$ cat config.mk
export PLATFORM = sky130hd
export DESIGN_NAME = stopwatch_module
export DESIGN_NICKNAME = d
export VERILOG_FILES = /design/src/rtl/stopwatch_pkg.sv /design/src/rtl/stopwatch_module_tick_prescaler.sv /design/src/rtl/stopwatch_module.sv
export SDC_FILE = /design/constraint.sdc
export NUM_CORES = 1
export LEC_CHECK = 0
export CORE_AREA = 3 3 64 66
export DETAILED_ROUTE_END_ITERATION = 6
export DIE_AREA = 0 0 67 69
export PLACE_DENSITY = 0.74
export SLEW_MARGIN = 20
export SYNTH_ARGS = -nofsm -noshare
export SYNTH_HDL_FRONTEND = slang
export SYNTH_SLANG_ARGS = --single-unit
$ cat constraint.sdc
create_clock -name clk -period 2.1 [get_ports clk]
set_input_delay 0.21 -clock clk [delete_from_list [all_inputs] [get_ports clk]]
set_output_delay 0.21 -clock clk [all_outputs]
set_load 0.01 [all_outputs]
$ cat src/rtl/stopwatch_pkg.sv
// Shared constants and types for the stopwatch: command bit positions,
// default count width and the IDLE/RUN state encoding.
package stopwatch_pkg;

   localparam int unsigned CTRL_START = 0;
   localparam int unsigned CTRL_CLEAR = 1;
   localparam int unsigned CTRL_STOP  = 2;
   localparam int unsigned CTRL_W     = 3;

   localparam int unsigned COUNT_W = 32;

   // The state bit is the running flag itself.
   typedef enum logic {
      IDLE = 1'b0,
      RUN  = 1'b1
   } state_t;

endpackage

$ cat src/rtl/stopwatch_module_tick_prescaler.sv
// Divides clk by TICK_DIV while enabled; tick is a combinational pulse on
// the edge where the divider wraps, so the consumer increments on that edge.
module tick_prescaler #(
   parameter int unsigned TICK_DIV = 1
) (
   input  logic clk,
   input  logic rst_n,
   input  logic en,
   input  logic clr,
   output logic tick
);

   localparam int unsigned PW = (TICK_DIV > 1) ? $clog2(TICK_DIV) : 1;

   logic [PW-1:0] cnt;

   assign tick = en && (cnt == PW'(TICK_DIV - 1));

   // Holds its partial value while disabled so a resume keeps the phase.
   always_ff @(posedge clk) begin
      if (!rst_n || clr) begin
         cnt <= '0;
      end else if (en) begin
         cnt <= tick ? '0 : cnt + PW'(1);
      end
   end

endmodule

$ cat src/rtl/stopwatch_module.sv
// Elapsed-time counter: IDLE/RUN FSM driven by level commands
// (clear > stop > start), prescaled tick, wrapping count with sticky overflow.
module stopwatch_module
   import stopwatch_pkg::*;
#(
   parameter int unsigned TICK_DIV = 1,
   parameter int unsigned COUNT_W  = stopwatch_pkg::COUNT_W
) (
   input  logic               clk,
   input  logic               rst_n,
   input  logic [CTRL_W-1:0]  control,
   output logic [COUNT_W-1:0] count,
   output logic               running,
   output logic               overflow
);

   state_t state;
   state_t state_next;
   logic   tick;
   logic   clear;
   logic   stop;
   logic   start;

   assign clear = control[CTRL_CLEAR];
   assign stop  = control[CTRL_STOP];
   assign start = control[CTRL_START];

   always_ff @(posedge clk) begin
      if (!rst_n) begin
         state <= IDLE;
      end else begin
         state <= state_next;
      end
   end

   always_comb begin
      state_next = state;
      if (clear || stop) begin
         state_next = IDLE;
      end else if (start) begin
         state_next = RUN;
      end
   end

   assign running = (state == RUN);

   // Enable is the pre-edge running value, so a stop edge still counts
   // and a start edge does not.
   tick_prescaler #(
      .TICK_DIV(TICK_DIV)
   ) u_prescaler (
      .clk  (clk),
      .rst_n(rst_n),
      .en   (running),
      .clr  (clear),
      .tick (tick)
   );

   always_ff @(posedge clk) begin
      if (!rst_n || clear) begin
         count    <= '0;
         overflow <= 1'b0;
      end else if (tick) begin
         count <= count + COUNT_W'(1);
         if (count == '1) begin
            overflow <= 1'b1;
         end
      end
   end

endmodule

==> flow_summary_export.csv, run 1 <==
group,metric,value,unit
final_layout,seq_area,701,µm²
timing,fmax,547,MHz
floorplanning,die_h,69,µm
pwr,p_leak,0.736,nW
clock_tree,cts_tree,"done",
final_layout,nFillCells,345,
synth,ys_ff_latch,35,
critical_path,cp.arrival,2.04,ns
floorplanning,io_pins,39,
timing,maxSlewViolCount,0,
final_layout,diodes,0,
critical_path,required,2.32,ns
route,ant_nets,0,
timing,rsz0062_at_grt,"false",
critical_path,regToRegSetupSlack,0.27,ns
placement,port_buffers,38,
clock_tree,cts-resized-gates,0,
clock_tree,cts-root-buf,"clkbuf_8",
hold_path,min_path_type,"in -> reg",
critical_path,crit_slowest_cell,"or4_1",
synth,yosys_warnings,0,
pwr,power.total,1.13,mW
floorplanning,start_util,47.0,%
route,drt_pre_antenna_iters,4,
clock_tree,clk_pin_slew,0.06,ns
clock_tree,cts.sinks,35,
timing,period_share,87.0,%
route,drc,0,
placement,gp_congestion,0.806,
pwr,powerDensity,515,mW/mm²
final_layout,syn2layout_area_growth,28.9,%
timing,setup_viol,0,
critical_path,max_stage_delay,0.57,ns
critical_path,cp-end-kind,"flip-flop",
critical_path,worstSetupStartpointType,"flip-flop",
final_layout,drive_gt1_share,6.99,%
synth,synth_top_cell_by_area,"dfxtp_1",
route,viasPerCell,5.62,
route,wl_per_cell,14.1,µm
final_layout,fin_nets,236,
timing,finalCriticalPeriod,1.83,ns
floorplanning,dieArea,0.00462,mm²
synth,syn-cell-area,0.00171,mm²
route,wl,3890,µm
global_route,grt_usage,18.5,%
status,status,"finished clean",
clock_tree,postCtsSetupRepairBufs,0,
timing,slew_headroom,66.5,%
timing,finalHoldViolCount,0,
placement,dp_hpwl,2770,µm
clock_tree,clk_latency,0.28,ns
synth,synth_area_leaders,"dfxtp_1 41%, o31ai_1 6.2%, or4_1 6.2%",
clock_tree,cts_max_level,2,
clock_tree,cts_buffers,5,
floorplanning,core_area,0.00363,mm²
pwr,peakVddDrop,0.000352,V
synth,syn_area_per_cell,8.99,µm²
synth,synth_top_area_share,41.0,%
synth,synth_fp_nets,196,
floorplanning,row_count,22,
critical_path,crit_type,"reg -> reg",
clock_tree,clockBufferDepth,2,
synth,ys_types,34,
timing,fin_worst_skew,0.00366,ns
route,routed-via-count,1557,
global_route,grt_max_degree,20,
critical_path,path_cells,"and4_1 > nand4_4 > or4_1 > a21oi_1",
floorplanning,die_width,67,µm
global_route,gr-total-overflow,0,
run,maxCapViolations,0,
final_layout,multi_input_area,943,µm²
timing,worstMarginPinSlew,0.501,ns
clock_tree,hold_buffers,0,
route,dr.first_iter.drc_count,135,
synth,synthCells,190,
synth,ys_seq_area_share,41.0,%
global_route,grt_pass1_vias,1482,
global_route,antenna_found_initial,0,
timing,tns,0,ns
critical_path,critPathMaxFanout,19,
global_route,grt_pass1_wl,6830,µm
[critical path: cells and delay by family, from the launching register on]
family | cells | cell delay [ns]
simple gates | 3 | 1.16
flops | 1 | 0.46
compound gates | 1 | 0.15
[placed cells by master, fill, tap and decap left out]
master           synthesis  routed
nor3_1                   2       2
buf_4                    1       4
o21ai_0                  4       4
nor2b_1                  2       2
and4_1                   6       6
clkbuf_1                 4       1
xnor2_1                  2       2
nor3b_1                  1       1
and2_1                   4       4
nand4_1                  9       9
inv_1                    4       4
clkdlybuf4s50_1          0      38
o21a_1                   1       1
o311ai_0                 2       2
a21oi_1                 18      18
nand4_4                  3       3
nand2_1                 12      12
clkbuf_8                 0       5
or3_1                    2       2
and4_4                   1       1
nand3_1                 11      11
a41o_1                   1       1
dfxtp_1                 35      35
and3_1                   3       3
mux2i_1                  1       1
nor2_1                  15      15
nand4_2                  2       2
and4b_4                  1       1
xor2_1                   8       8
ha_1                     1       1
nand2b_1                 1       1
or4_1                   14      14
a31oi_1                  1       1
o31ai_1                 14      14
[Yosys cell counts, drive strengths merged]
library cell   n
a21oi         18
a31oi          1
a41o           1
and2           4
and3           3
and4           7
and4b          1
buf            5
clkbuf         4
dfxtp         35
ha             1
inv            4
mux2i          1
nand2         12
nand2b         1
nand3         11
nand4         14
nor2          15
nor2b          2
nor3           2
nor3b          1
o21a           1
o21ai          4
o311ai         2
o31ai         14
or3            2
or4           14
xnor2          2
xor2           8
[stage by stage]
step	util (%)	cell area [µm²]	setup WS (ns)	instances	hold slack, ns
after global routing	60.6	2200	0.0959	277	0.486
after CTS	60.6	2200	0.278	277	0.471
after floorplan	-	1710	0.468	190	0.289
after global placement	58.6	2130	0.338	271	0.475
final	60.6	2200	0.272	277	0.481
after detailed placement	58.6	2130	0.298	271	0.477
[per-layer routing]
metal  up-vias  global-route usage (%)  wire length, µm  share of wire (%)
met5         -                       0                0                  0
met4         0                    6.08               56                1.4
met3         5                    4.89              189                4.9
met2        40                    26.6             1730                 44
met1       699                    26.6             1920                 49
li1        813                       -                -                  -
[cell families after synthesis]
kind of cell,share of synthesized area (%)
AND/OR/NAND/NOR,33.8
multiplexers,0.586
buffers and inverters,3.74
XOR/XNOR,5.13
flip-flops,41.0
AO/OA/AOI/OAI,15.0
adder cells (fa/ha/maj),0.732
[power breakdown]
| group | internal [mW] | switching (mW) | total (mW) |
|---|---|---|---|
| Clock | 0.221 | 0.216 | 0.437 |
| Sequential | 0.665 | 0.00101 | 0.666 |
| Combinational | 0.0134 | 0.0170 | 0.0304 |
[sequential cells by signal, summed over array words and instances (netlist names)]
signal,flops
count,32
overflow,1
running,1
u_prescaler.cnt,1
[cell type report]
type	instances	area share, %
well taps	48	2.73
inverters	4	0.682
clock buffers	6	3.30
repair buffers	42	18.6
multi-input cells	142	42.8
flip-flops and latches	35	31.8
[path summary, 6_finish.rpt]
path                                start                            to  depth (start not counted)
max                count[12]$_SDFFE_PP0P_        count[31]$_SDFFE_PP0P_                          4
min reg2reg  u_prescaler.cnt$_SDFFE_PP0P_  u_prescaler.cnt$_SDFFE_PP0P_                          1
min                            control[2]          running$_SDFFE_PP0P_                          2
max reg2reg        count[12]$_SDFFE_PP0P_        count[31]$_SDFFE_PP0P_                          4
Power figures use the tool's default switching activity.
==> run 2: changes to the inputs <==
--- a/config.mk
+++ b/config.mk
@@ -5,11 +5,12 @@
 export SDC_FILE = /design/constraint.sdc
 export NUM_CORES = 1
 export LEC_CHECK = 0
-export CORE_AREA = 3 3 64 66
+export CORE_AREA = 2 2 64 60
 export DETAILED_ROUTE_END_ITERATION = 6
-export DIE_AREA = 0 0 67 69
-export PLACE_DENSITY = 0.74
+export DIE_AREA = 0 0 66 62
+export PLACE_DENSITY = 0.76
 export SLEW_MARGIN = 20
 export SYNTH_ARGS = -nofsm -noshare
 export SYNTH_HDL_FRONTEND = slang
+export SYNTH_HIERARCHICAL = 1
 export SYNTH_SLANG_ARGS = --single-unit
==> flow_summary_export.csv, run 2 <==
group,metric,value,unit
timing,rsz0062_at_grt,"false",
final_layout,layout_common_cells,"38 x clkdlybuf4s50_1, 35 x dfxtp_1, 18 x a21oi_1",
final_layout,largest-register,"count",
critical_path,max_stage_delay,0.54,ns
synth,ys_types,30,
timing,period_share,89.8,%
run,maxCapViolations,0,
placement,port_buffers,38,
synth,syn_area_per_cell,8.81,µm²
floorplanning,start_util,46.3,%
placement,dp_slack,0.248,ns
hold_path,min_to,"running$_SDFFE_PP0P_",
hold_path,min_path_type,"in -> reg",
synth,yosys_warnings,6,
final_layout,nFillCells,342,
floorplanning,die_h,62,µm
timing,tns,0,ns
timing,maxSlewViolCount,0,
critical_path,path_buf_inv,0,
floorplanning,dieArea,0.00409,mm²
synth,ys_top_cells_by_count,"35 x dfxtp_1, 18 x a21oi_1, 15 x nor2_1",
pwr,p_leak,0.666,nW
route,dr.first_iter.drc_count,98,
critical_path,critPathTopFamily,"simple AND/OR/NAND/NOR gates",
timing,setup_viol,0,
global_route,grt_max_degree,34,
synth,ys.flop_type,"dfxtp_1",
critical_path,path_cells,"nor2b_1 > and4_4 > nand4_1 > or4_1 > a21oi_1",
final_layout,largest_reg_flops,32,
route,ant_nets,0,
clock_tree,cts-resized-gates,0,
synth,synthCells,185,
critical_path,r2r_start,"running$_SDFFE_PP0P_",
clock_tree,hold_buffers,0,
clock_tree,cts.sinks,35,
synth,synth_top_cell_by_area,"dfxtp_1",
synth,synth_area_leaders,"dfxtp_1 43%, o31ai_1 6.0%, or4_1 6.0%",
global_route,grt_usage,17.8,%
final_layout,diodes,0,
floorplanning,die_width,66,µm
synth,synth_top_area_share,43.0,%
floorplanning,row_count,21,
hold_path,whs_path_depth,2,
critical_path,critPathMaxFanout,13,
final_layout,final_common_cell,"clkdlybuf4s50_1",
hold_path,min-delay-start,"control[2]",
global_route,grt_pass1_vias,1242,
global_route,antenna_found_initial,0,
critical_path,cp-end-kind,"flip-flop",
clock_tree,cts_max_level,2,
critical_path,rr_endpoint,"count[31]$_SDFFE_PP0P_",
critical_path,crit_type,"reg -> reg",
clock_tree,clk_latency,0.29,ns
critical_path,worstSetupStartpointType,"flip-flop",
timing,worstMarginPinSlew,0.326,ns
route,viasPerCell,5.60,
synth,yosysMostFrequentCell,"dfxtp_1",
synth,ys_ff_latch,35,
critical_path,regToRegSetupSlack,0.21,ns
timing,finalCriticalPeriod,1.89,ns
clock_tree,postCtsSetupRepairBufs,0,
final_layout,syn2layout_area_growth,31.3,%
synth,synth_edf_count,0,
timing,slew_headroom,78.2,%
route,wl_per_cell,12.7,µm
route,wl,3450,µm
timing,fin_worst_skew,0.00582,ns
synth,async_flop_share,0,%
route,routed-via-count,1523,
synth,syn-cell-area,0.00163,mm²
clock_tree,clockBufferDepth,2,
clock_tree,cts_buffers,5,
synth,synth_fp_nets,191,
critical_path,cp.arrival,2.11,ns
pwr,powerDensity,543,mW/mm²
floorplanning,io_pins,39,
timing,finalHoldViolCount,0,
synth,ys_seq_area_share,43.0,%
route,drc,0,
clock_tree,cts-root-buf,"clkbuf_8",
timing,postLayoutSetupSlackWorst,0.214,ns
clock_tree,cts_tree,"done",
final_layout,fin_nets,231,
pwr,peakVddDrop,0.000371,V
global_route,gr-total-overflow,0,
clock_tree,clk_pin_slew,0.07,ns
critical_path,cp.depth,5,
status,status,"finished clean",
critical_path,crit_slowest_cell,"or4_1",
critical_path,reg2regPathDepth,5,
route,drt_pre_antenna_iters,4,
placement,gp_congestion,0.803,
placement,dp_hpwl,2400,µm
timing,fmax,530,MHz
critical_path,required,2.32,ns
final_layout,drive_gt1_share,6.64,%
global_route,grt_pass1_wl,5550,µm
floorplanning,core_area,0.00352,mm²
-- run 2: area by class of cell --
type / count / area, µm² / area share [%]
repair buffers: 44 / 425 / 19.9
well taps: 46 / 57.6 / 2.69
clock inverters: 1 / 5.00 / 0.234
flip-flops and latches: 35 / 701 / 32.8
inverters: 4 / 15.0 / 0.702
multi-input cells: 135 / 858 / 40.1
clock buffers: 7 / 76.3 / 3.57
-- run 2: worst register-to-register path, stage by stage (launching register included) --
cell and delay, ns:
dfxtp_1 0.35, nor2b_1 0.18, and4_4 0.34, nand4_1 0.28, or4_1 0.54, a21oi_1 0.14
-- run 2: how the worst max path moves through the flow --
stage | startpoint | endpoint | slack (ns)
floorplan | running$_SDFFE_PP0P_ | count[30]$_SDFFE_PP0P_ | 0.11
global placement | running$_SDFFE_PP0P_ | count[31]$_SDFFE_PP0P_ | 0.30
detailed placement | running$_SDFFE_PP0P_ | count[31]$_SDFFE_PP0P_ | 0.25
CTS | running$_SDFFE_PP0P_ | count[31]$_SDFFE_PP0P_ | 0.23
global route | running$_SDFFE_PP0P_ | count[31]$_SDFFE_PP0P_ | 0.06
finish | running$_SDFFE_PP0P_ | count[31]$_SDFFE_PP0P_ | 0.21
-- run 2: power breakdown --
group / internal, mW / switching (mW) / leakage [nW]
clock network: 0.233 / 0.236 / 0.0422
logic: 0.0128 / 0.0142 / 0.342
registers: 0.664 / 0.000732 / 0.282
-- run 2: kinds of logic (layout without fill, tap and decap cells) --
logic type / Yosys count / in the layout / synth area share [%]
adder cells (fa/ha/maj): 1 / 1 / 0.768
AO/OA/AOI/OAI: 37 / 37 / 13.5
buffers and inverters: 15 / 56 / 4.30
flip-flops: 35 / 35 / 43.0
multiplexers: 1 / 1 / 0.614
XOR/XNOR: 13 / 13 / 6.99
AND/OR/NAND/NOR: 83 / 83 / 30.8
-- run 2: metal layers --
metal	part of all wire (%)	routed length (µm)	global-route usage, %
met4	2.2	75	8.75
met3	4.6	158	3.78
met2	45	1560	30.3
met1	48	1670	21.8
met5	0	0	0
-- run 2: per-stage QoR --
step           utilization (%)  hold WS [ns]  cells  total power, mW  area, µm²
6_report                  60.7         0.472    272             1.16       2140
5_1_grt                   60.7         0.483    272             1.20       2140
4_1_cts                   60.7         0.470    272             1.17       2140
3_5_place_dp              58.4         0.462    264            0.708       2060
3_3_place_gp              58.4         0.456    264            0.708       2060
2_1_floorplan                -         0.289    185            0.694       1630
==> run 3: changes to the inputs <==
--- a/config.mk
+++ b/config.mk
@@ -5,10 +5,11 @@
 export SDC_FILE = /design/constraint.sdc
 export NUM_CORES = 1
 export LEC_CHECK = 0
-export CORE_AREA = 2 2 64 60
+export CORE_AREA = 2 2 61 57
 export DETAILED_ROUTE_END_ITERATION = 6
-export DIE_AREA = 0 0 66 62
-export PLACE_DENSITY = 0.76
+export DIE_AREA = 0 0 63 59
+export DONT_BUFFER_PORTS = 1
+export PLACE_DENSITY = 0.7
 export SLEW_MARGIN = 20
 export SYNTH_ARGS = -nofsm -noshare
 export SYNTH_HDL_FRONTEND = slang
==> constraint.sdc (replaced) <==
create_clock -name clk -period 1.65 [get_ports clk]
set_input_delay 0.165 -clock clk [delete_from_list [all_inputs] [get_ports clk]]
set_output_delay 0.165 -clock clk [all_outputs]
set_load 0.05 [all_outputs]
==> flow_summary_export.csv, run 3 (synthesis gave the netlist of run 2 again) <==
group,metric,value,unit
hold_path,min_path_type,"in -> reg",
route,dr.first_iter.drc_count,91,
timing,fin_worst_skew,0.00704,ns
critical_path,required,1.93,ns
global_route,gr-total-overflow,0,
critical_path,path_cells,"nor2b_4 > and4_4 > nand4_1 > buf_4 > buf_6 > or4_1 > a21oi_1",
timing,finalCriticalPeriod,1.73,ns
floorplanning,row_count,19,
timing,maxSlewViolCount,0,
final_layout,drive_gt1_share,43.0,%
clock_tree,cts_tree,"done",
route,viasPerCell,5.84,
critical_path,crit_type,"reg -> reg",
global_route,grt_max_degree,33,
global_route,grt_pass1_vias,1601,
final_layout,largest_reg_flops,32,
clock_tree,clk_latency,0.35,ns
clock_tree,cts_buffers,5,
critical_path,path_buf_inv,2,
pwr,p_comb_share,2.7,%
status,failed_checks,"setup timing",
critical_path,max_stage_delay,0.39,ns
placement,port_buffers,0,
route,wl,4400,µm
pwr,power.switching,0.306,mW
global_route,antenna_found_initial,0,
clock_tree,clk_pin_slew,0.10,ns
clock_tree,cts.sinks,35,
floorplanning,io_pins,39,
global_route,grt_pass1_wl,6910,µm
critical_path,cp.arrival,2.02,ns
floorplanning,die_h,59,µm
clock_tree,cts_max_level,2,
critical_path,crit_slowest_cell,"or4_1",
status,status,"finished with violations",
final_layout,fin_util,76.8,%
timing,rsz0062_at_grt,"true",
pwr,peakVddDrop,0.000404,V
final_layout,largest-register,"count",
final_layout,nFillCells,223,
hold_path,min_to,"overflow$_SDFFE_PP0P_",
pwr,p_leak,0.863,nW
route,drc,0,
timing,postLayoutSetupSlackWorst,-0.0838,ns
final_layout,layout_common_cells,"54 x buf_4, 17 x dfxtp_4, 16 x a21oi_1",
timing,worstMarginPinSlew,0.509,ns
critical_path,rr_endpoint,"count[27]$_SDFFE_PP0P_",
floorplanning,dieArea,0.00372,mm²
pwr,powerDensity,564,mW/mm²
route,drt_pre_antenna_iters,4,
critical_path,critPathMaxFanout,4,
final_layout,diodes,0,
timing,fmax,577,MHz
global_route,grt_usage,24.3,%
pwr,p_int,1.00,mW
clock_tree,cts-root-buf,"clkbuf_4",
critical_path,regToRegSetupSlack,-0.08,ns
placement,gp_congestion,0.795,
final_layout,fin_nets,249,
route,wl_per_cell,15.4,µm
hold_path,min-delay-start,"rst_n",
timing,finalHoldViolCount,0,
timing,setup_viol,11,
pwr,clockPowerShare,34.7,%
placement,dp_hpwl,2950,µm
pwr,swShare,23.4,%
final_layout,final_common_cell,"buf_4",
floorplanning,die_width,63,µm
run,maxCapViolations,0,
critical_path,worstSetupStartpointType,"flip-flop",
clock_tree,clockBufferDepth,2,
placement,dp_slack,-0.0686,ns
floorplanning,start_util,54.0,%
route,ant_nets,0,
critical_path,r2r_start,"running$_SDFFE_PP0P_",
route,routed-via-count,1670,
timing,period_share,105,%
floorplanning,core_area,0.00302,mm²
critical_path,cp-end-kind,"flip-flop",
critical_path,reg2regPathDepth,7,
final_layout,syn2layout_area_growth,42.2,%
pwr,seq_power_share,62.6,%
critical_path,critPathTopFamily,"simple AND/OR/NAND/NOR gates",
timing,slew_headroom,66.0,%
hold_path,whs_path_depth,2,
==> run 3: what timing repair did <==
item / in CTS / in global routing
endpoints found under the hold margin: 2 / 0
hold buffers: 3 / 0
cloned: 0 / 1
setup buffers: 5 / 5
gates resized for setup: 6 / 9
pin swaps: 6 / 7
setup endpoints to repair: 9 / 20
==> run 3: per-stage QoR <==
| step | hold WS, ns | cells | power [mW] | setup TNS, ns | instance area [µm²] |
|---|---|---|---|---|---|
| floorplan | 0.234 | 185 | 0.860 | -1.41 | 1730 |
| global placement | 0.238 | 264 | 0.866 | 0 | 2080 |
| detailed placement | 0.243 | 264 | 0.867 | -0.118 | 2080 |
| CTS | 0.0340 | 280 | 1.31 | -0.229 | 2220 |
| global route | 0.0540 | 286 | 1.35 | -1.81 | 2320 |
| finish | 0.0415 | 286 | 1.31 | -0.444 | 2320 |
==> run 3: cell type report <==
type	count	area [µm²]	area share, %
clock buffer	8	48.8	2.11
tap	42	52.6	2.27
timing repair buffer	61	480	20.7
sequential	35	778	33.6
inverter	4	15.0	0.648
multi-input combinational	136	942	40.7
==> run 3: power by group through the flow <==
stage / clock network, mW / logic (mW) / registers (mW)
finish: 0.453 / 0.0355 / 0.818
global route: 0.493 / 0.0385 / 0.819
CTS: 0.457 / 0.0351 / 0.818
detailed placement: 0 / 0.0291 / 0.838
global placement: 0 / 0.0280 / 0.838
floorplan: 0 / 0.0174 / 0.843
==> run 3: how the worst max path moves through the flow <==
stage,end,start,cells after the start,slack (ns)
finish,count[27]$_SDFFE_PP0P_,running$_SDFFE_PP0P_,7,-0.08
global route,count[27]$_SDFFE_PP0P_,running$_SDFFE_PP0P_,7,-0.16
CTS,count[17]$_SDFFE_PP0P_,running$_SDFFE_PP0P_,6,-0.05
detailed placement,count[25]$_SDFFE_PP0P_,running$_SDFFE_PP0P_,5,-0.07
global placement,count[18]$_SDFFE_PP0P_,running$_SDFFE_PP0P_,5,0.05
floorplan,count[30]$_SDFFE_PP0P_,running$_SDFFE_PP0P_,6,-0.20
==> run 3: layer usage <==
| metal | GRT usage, % | share of wire [%] | wire (µm) |
|---|---|---|---|
| met2 | 47.0 | 51 | 2260 |
| met3 | 6.27 | 7.3 | 321 |
| met1 | 24.8 | 39 | 1730 |
| met5 | 0 | 0 | 0 |
| met4 | 11.4 | 2.2 | 96 |
